--- src/rtl/dlx_slave_pkg.sv ---
// Shared definitions for the DLX slave-side select logic.
// The channel encodings here are also used by the read-side mux_slave select.
package dlx_slave_pkg;

  localparam int NUM_CH = 4;

  localparam logic [1:0] SEL_A = 2'b00;
  localparam logic [1:0] SEL_B = 2'b01;
  localparam logic [1:0] SEL_C = 2'b10;
  localparam logic [1:0] SEL_D = 2'b11;

  // Holding-register occupancy: IDLE when nothing is pending, HOLD otherwise.
  typedef enum logic {
    ST_IDLE = 1'b0,
    ST_HOLD = 1'b1
  } demux_state_t;

  // Channel select to one-hot pending mask (bit0=A .. bit3=D).
  function automatic logic [NUM_CH-1:0] onehot4(input logic [1:0] sel);
    logic [NUM_CH-1:0] mask;
    mask = '0;
    case (sel)
      SEL_A:   mask = 4'b0001;
      SEL_B:   mask = 4'b0010;
      SEL_C:   mask = 4'b0100;
      default: mask = 4'b1000;
    endcase
    return mask;
  endfunction

endpackage

--- src/rtl/demux_slave_cnt.sv ---
// One wrapping handshake counter with synchronous clear.
// Clear wins over increment in the same cycle.
module demux_slave_cnt #(
  parameter int CNT_W = 16
) (
  input  logic             CLK,
  input  logic             RST_N,
  input  logic             clr_i,
  input  logic             inc_i,
  output logic [CNT_W-1:0] count_o
);

  logic [CNT_W-1:0] count_q;
  logic [CNT_W-1:0] count_d;

  // Next count: clear, else increment with natural wrap, else hold.
  always_comb begin
    count_d = count_q;
    if (clr_i) begin
      count_d = '0;
    end else if (inc_i) begin
      count_d = count_q + 1'b1;
    end
  end

  // Count register with synchronous active-low reset.
  always_ff @(posedge CLK) begin
    if (!RST_N) begin
      count_q <= '0;
    end else begin
      count_q <= count_d;
    end
  end

  assign count_o = count_q;

endmodule

--- src/rtl/demux_slave.sv ---
// demux_slave: one-entry holding register that steers a word from a single
// upstream source to one of four channels (A..D), or to all four in
// broadcast mode. Each channel handshakes independently; the next word is
// taken in the same cycle the last pending channel completes.
// Optional per-channel delivery counters: define DEMUX_SLAVE_CNT_EN.
module demux_slave
  import dlx_slave_pkg::*;
#(
  parameter int DATA_W = 32
`ifdef DEMUX_SLAVE_CNT_EN
  , parameter int CNT_W = 16
`endif
) (
  input  logic              CLK,
  input  logic              RST_N,
  input  logic [DATA_W-1:0] IN_DATA,
  input  logic [1:0]        IN_SEL,
  input  logic              IN_BCAST,
  input  logic              IN_VALID,
  output logic              IN_READY,
  output logic [DATA_W-1:0] OUT_DATA,
  output logic [NUM_CH-1:0] OUT_VALID,
  input  logic [NUM_CH-1:0] OUT_READY,
  output logic              BUSY
`ifdef DEMUX_SLAVE_CNT_EN
  , input  logic             CNT_CLR,
  output logic [CNT_W-1:0]   CNT_A,
  output logic [CNT_W-1:0]   CNT_B,
  output logic [CNT_W-1:0]   CNT_C,
  output logic [CNT_W-1:0]   CNT_D
`endif
);

  logic [NUM_CH-1:0] pend_q, pend_d;
  logic [DATA_W-1:0] data_q, data_d;
  demux_state_t      state_q, state_d;

  logic complete;
  logic in_ready;
  logic accept;

  // Handshake decode and next pending mask / held word.
  // NOTE: every always_comb output gets a default first so no path leaves it
  // unassigned, which would otherwise infer a latch.
  always_comb begin
    complete = ((pend_q & ~OUT_READY) == '0);
    // The OUT_READY -> IN_READY path is combinational on purpose: it lets a
    // new word load in the cycle the old one drains, giving 1 word/cycle.
    in_ready = (pend_q == '0) | complete;
    accept   = IN_VALID & in_ready;
    pend_d   = pend_q & ~OUT_READY;
    data_d   = data_q;
    if (accept) begin
      data_d = IN_DATA;
      pend_d = IN_BCAST ? '1 : onehot4(IN_SEL);
    end
  end

  // FSM next state: HOLD while anything remains pending after this cycle.
  always_comb begin
    state_d = state_q;
    case (state_q)
      ST_IDLE: if (accept) state_d = ST_HOLD;
      ST_HOLD: if (pend_d == '0) state_d = ST_IDLE;
      default: state_d = ST_IDLE;
    endcase
  end

  // State, pending mask and held word; reset discards any pending word.
  // NOTE: sequential state uses non-blocking assignments so every register
  // samples pre-edge values regardless of statement order.
  always_ff @(posedge CLK) begin
    if (!RST_N) begin
      state_q <= ST_IDLE;
      pend_q  <= '0;
      data_q  <= '0;
    end else begin
      state_q <= state_d;
      pend_q  <= pend_d;
      data_q  <= data_d;
    end
  end

  assign IN_READY  = in_ready;
  assign OUT_DATA  = data_q;
  assign OUT_VALID = pend_q;
  assign BUSY      = |pend_q;

`ifdef DEMUX_SLAVE_CNT_EN
  logic [NUM_CH-1:0] done;
  logic [CNT_W-1:0]  cnt [NUM_CH];

  assign done = pend_q & OUT_READY;

  for (genvar i = 0; i < NUM_CH; i++) begin : g_cnt
    demux_slave_cnt #(.CNT_W(CNT_W)) u_cnt (
      .CLK     (CLK),
      .RST_N   (RST_N),
      .clr_i   (CNT_CLR),
      .inc_i   (done[i]),
      .count_o (cnt[i])
    );
  end

  assign CNT_A = cnt[0];
  assign CNT_B = cnt[1];
  assign CNT_C = cnt[2];
  assign CNT_D = cnt[3];
`endif

endmodule
--- config.mk ---
export PLATFORM = sky130hd
export DESIGN_NAME = demux_slave
export DESIGN_NICKNAME = d
export VERILOG_FILES = /design/src/rtl/dlx_slave_pkg.sv /design/src/rtl/demux_slave_cnt.sv /design/src/rtl/demux_slave.sv
export SDC_FILE = /design/constraint.sdc
export NUM_CORES = 1
export LEC_CHECK = 0
export ABC_AREA = 1
export CORE_MARGIN = 4
export CORE_UTILIZATION = 44
export CTS_CLUSTER_DIAMETER = 80
export CTS_CLUSTER_SIZE = 16
export DETAILED_ROUTE_END_ITERATION = 12
export PLACE_DENSITY = 0.83
export SLEW_MARGIN = 20
export SYNTH_ARGS = -nofsm -noshare
export SYNTH_HDL_FRONTEND = slang
export SYNTH_SLANG_ARGS = --single-unit
--- constraint.sdc ---
create_clock -name CLK -period 1.95 [get_ports CLK]
set_input_delay 0.39 -clock CLK [delete_from_list [all_inputs] [get_ports CLK]]
set_output_delay 0.39 -clock CLK [all_outputs]
set_load 0.03 [all_outputs]
==> results of run 1 <==
[final timing paths]
kind,startpoint,to,slack [ns]
setup / recovery,OUT_VALID[2],BUSY,0.13
hold / removal,OUT_DATA[1],OUT_DATA[1],0.48
setup reg to reg,OUT_VALID[2],OUT_DATA[18],0.68
hold reg to reg,OUT_DATA[1],OUT_DATA[1],0.48
[logic make-up (layout without fill, tap and decap cells)]
group,Yosys count,after routing
AO/OA/AOI/OAI,40,40
buffers and inverters,61,133
AND/OR/NAND/NOR,118,118
flip-flops,36,36
[where the power goes]
group          internal [mW]  switching (mW)
clock                  0.242           0.238
sequential             0.819          0.0427
combinational          0.340           0.430
[placed cells by master (no fill, tap or decap)]
cell and instances:
inv_1 42, nand2_1 42, nand2_2 1, clkbuf_1 1, a21oi_1 40, nand3_1 36
clkbuf_8 5, dfxtp_1 36, buf_4 4, nor2_8 1, nor2_1 38, buf_12 2
clkinv_2 1, buf_2 1, clkdlybuf4s50_1 77
[Yosys cell counts]
cell type,number,area (um2)
a21oi_1,40,200.2
buf_2,6,30.03
buf_6,7,78.83
inv_1,42,157.7
nand3_1,36,180.2
nand2_1,42,157.7
nor2_1,38,142.6
dfxtp_1,36,720.7
nand2_2,1,6.260
clkbuf_1,1,3.750
buf_1,5,18.77
nor2_8,1,20.02
[state kept, by name, indices dropped and copies added (netlist names)]
| register | count |
|---|---|
| OUT_VALID | 4 |
| OUT_DATA | 32 |
[worst reg2reg max path, cell delays in order (launching register included)]
cell and delay, ns:
dfxtp_1 0.33, nand2_1 0.09, nand2_1 0.12, nor2_8 0.15
buf_4 0.25, nand3_1 0.11, nand2_1 0.07, nor2_1 0.04
[cell type report]
class,instances,share of cell area (%)
Inverter,42,6.137
Tap cell,48,2.338
Multi-Input combinational cell,158,27.52
Clock inverter,1,0.1948
Timing Repair Buffer,84,32.93
Sequential cell,36,28.06
Clock buffer,6,2.825
[layer usage]
| metal | track usage (%) | routed length, um | vias up |
|---|---|---|---|
| met3 | 5.612 | 344 | 5 |
| met1 | 20.35 | 1749 | 725 |
| li1 | - | - | 925 |
| met5 | 0 | 0 | - |
| met2 | 27.13 | 2000 | 51 |
| met4 | 5.745 | 44 | 0 |
[metrics by stage]
stage          cell area, um2  std cells
6_report                 2569        375
5_1_grt                  2569        375
4_1_cts                  2569        375
3_5_place_dp             2491        368
3_3_place_gp             2491        368
2_1_floorplan            1717        255
==> run metrics, run 1 <==
outcome finished clean; ANT cells 0; Clk pin slew, worst setup/hold paths around 0.070 ns; H-tree Lvls 2; Post-Synth Adder-Cell Area 0%; vias in the first global route 1463; RSZ-0062 raised after global routing no; PD cells 821.9 nW/um2; initial detailed-routing violation count 98; post-route antenna net violation count 0; footprint of the multi-input gates 706.9 um2; initial antenna violation count 0; vias per cell between 4 and 5; worst hold path stage count 2; Crit path depth 3; postcts setup bufs 0; global-route usage over all layers between 15 and 20%; routed via count between 1500 and 2000; placer congestion estimate 0.7187; max-cap viol count 0; synthesized area 1717 um2; die area 4965 um2; Storage cell area approximately 720 um2; CP required 1.56 ns; Slew Viols, Final 0; dpl ws 0.1347 ns; Yosys reg bits 36; CTS max path bufs 2; first-pass GRT wire length 6693 um; Worst Hold Class reg2reg; Post-Synth Simple-Gate Area roughly 30%; Worst Tran Pin Value around 0.38 ns; cts bufs inserted 5; Crit Path Category reg2out; row count 22; f_max 550.7 MHz; Die Wd 70.46 um; Worst Path Buf+Inv 1; Pleak 1.243 nW; Synth Area in XOR/XNOR 0%; clk root buf clkbuf_8; Synth Area in Compound Gates 11.66%; Slew headroom 74.90%; IO Pins 80; Worst Skew 0.006490 ns; Core Footprint 3716 um2; DIE HEIGHT a little over 70 um; Fill cells between 300 and 400; final design utilization 69.12%; area grow syn2layout 49.64%; fin crit share 93.12%; Routed WL 4139 um; clk_lat worst skew 0.28 ns; Setup-failing EPs final 0; critical path endpoint category output port; Gate Count Post-Synth ~260; CP peak stage delay 0.66 ns; mux cell area share after synthesis 0%; Seq/Total Area, Yosys 41.98%; CP max-delay cell clkdlybuf4s50_1; critical path peak fanout 3; hold_ws 0.4783 ns; Critical Path Start Type register; Starting Density 46.20%; R2R cell count 7; drt first pass iters 4; critical path's top delay family buffers and inverters; main combinational cell family by area after synthesis simple AND/OR/NAND/NOR gates; Tmin final 1.816 ns; CTS Sinks 36; CTS tree built; Critical Path AT about 1.4 ns; remaining global-route overflow 0; total power 2.111 mW; # port buffers 79; # DRC 0; fraction of layout cells with a size suffix above 1 4.587%; Yosys cell types 12; peak supply drop 441.3 uV; CP Cell Sequence nor2_1 -> nand2_1 -> clkdlybuf4s50_1; cts-stage hold buffer count 0; count of final hold-check violations 0; Syn Area/Cell 6.732 um2; pin count of the biggest net entering global routing 73; Yosys warnings 0; setup TNS 0 ns; Final HPWL DP roughly 2900 um; Nets 369; DR WL/cell 11.04 um; # resized after CTS 0; Net Count, Synth around 300; crit path setup slack, layout 0.1342 ns
Power figures use the tool's default switching activity.
==> inputs of run 2 (changes only) <==
--- a/config.mk
+++ b/config.mk
@@ -6,6 +6,7 @@
 export NUM_CORES = 1
 export LEC_CHECK = 0
 export ABC_AREA = 1
+export CAP_MARGIN = 20
 export CORE_MARGIN = 4
 export CORE_UTILIZATION = 44
 export CTS_CLUSTER_DIAMETER = 80
==> results of run 2 <==
Same layout as run 1: the final DEF is identical, and so are final timing and power.
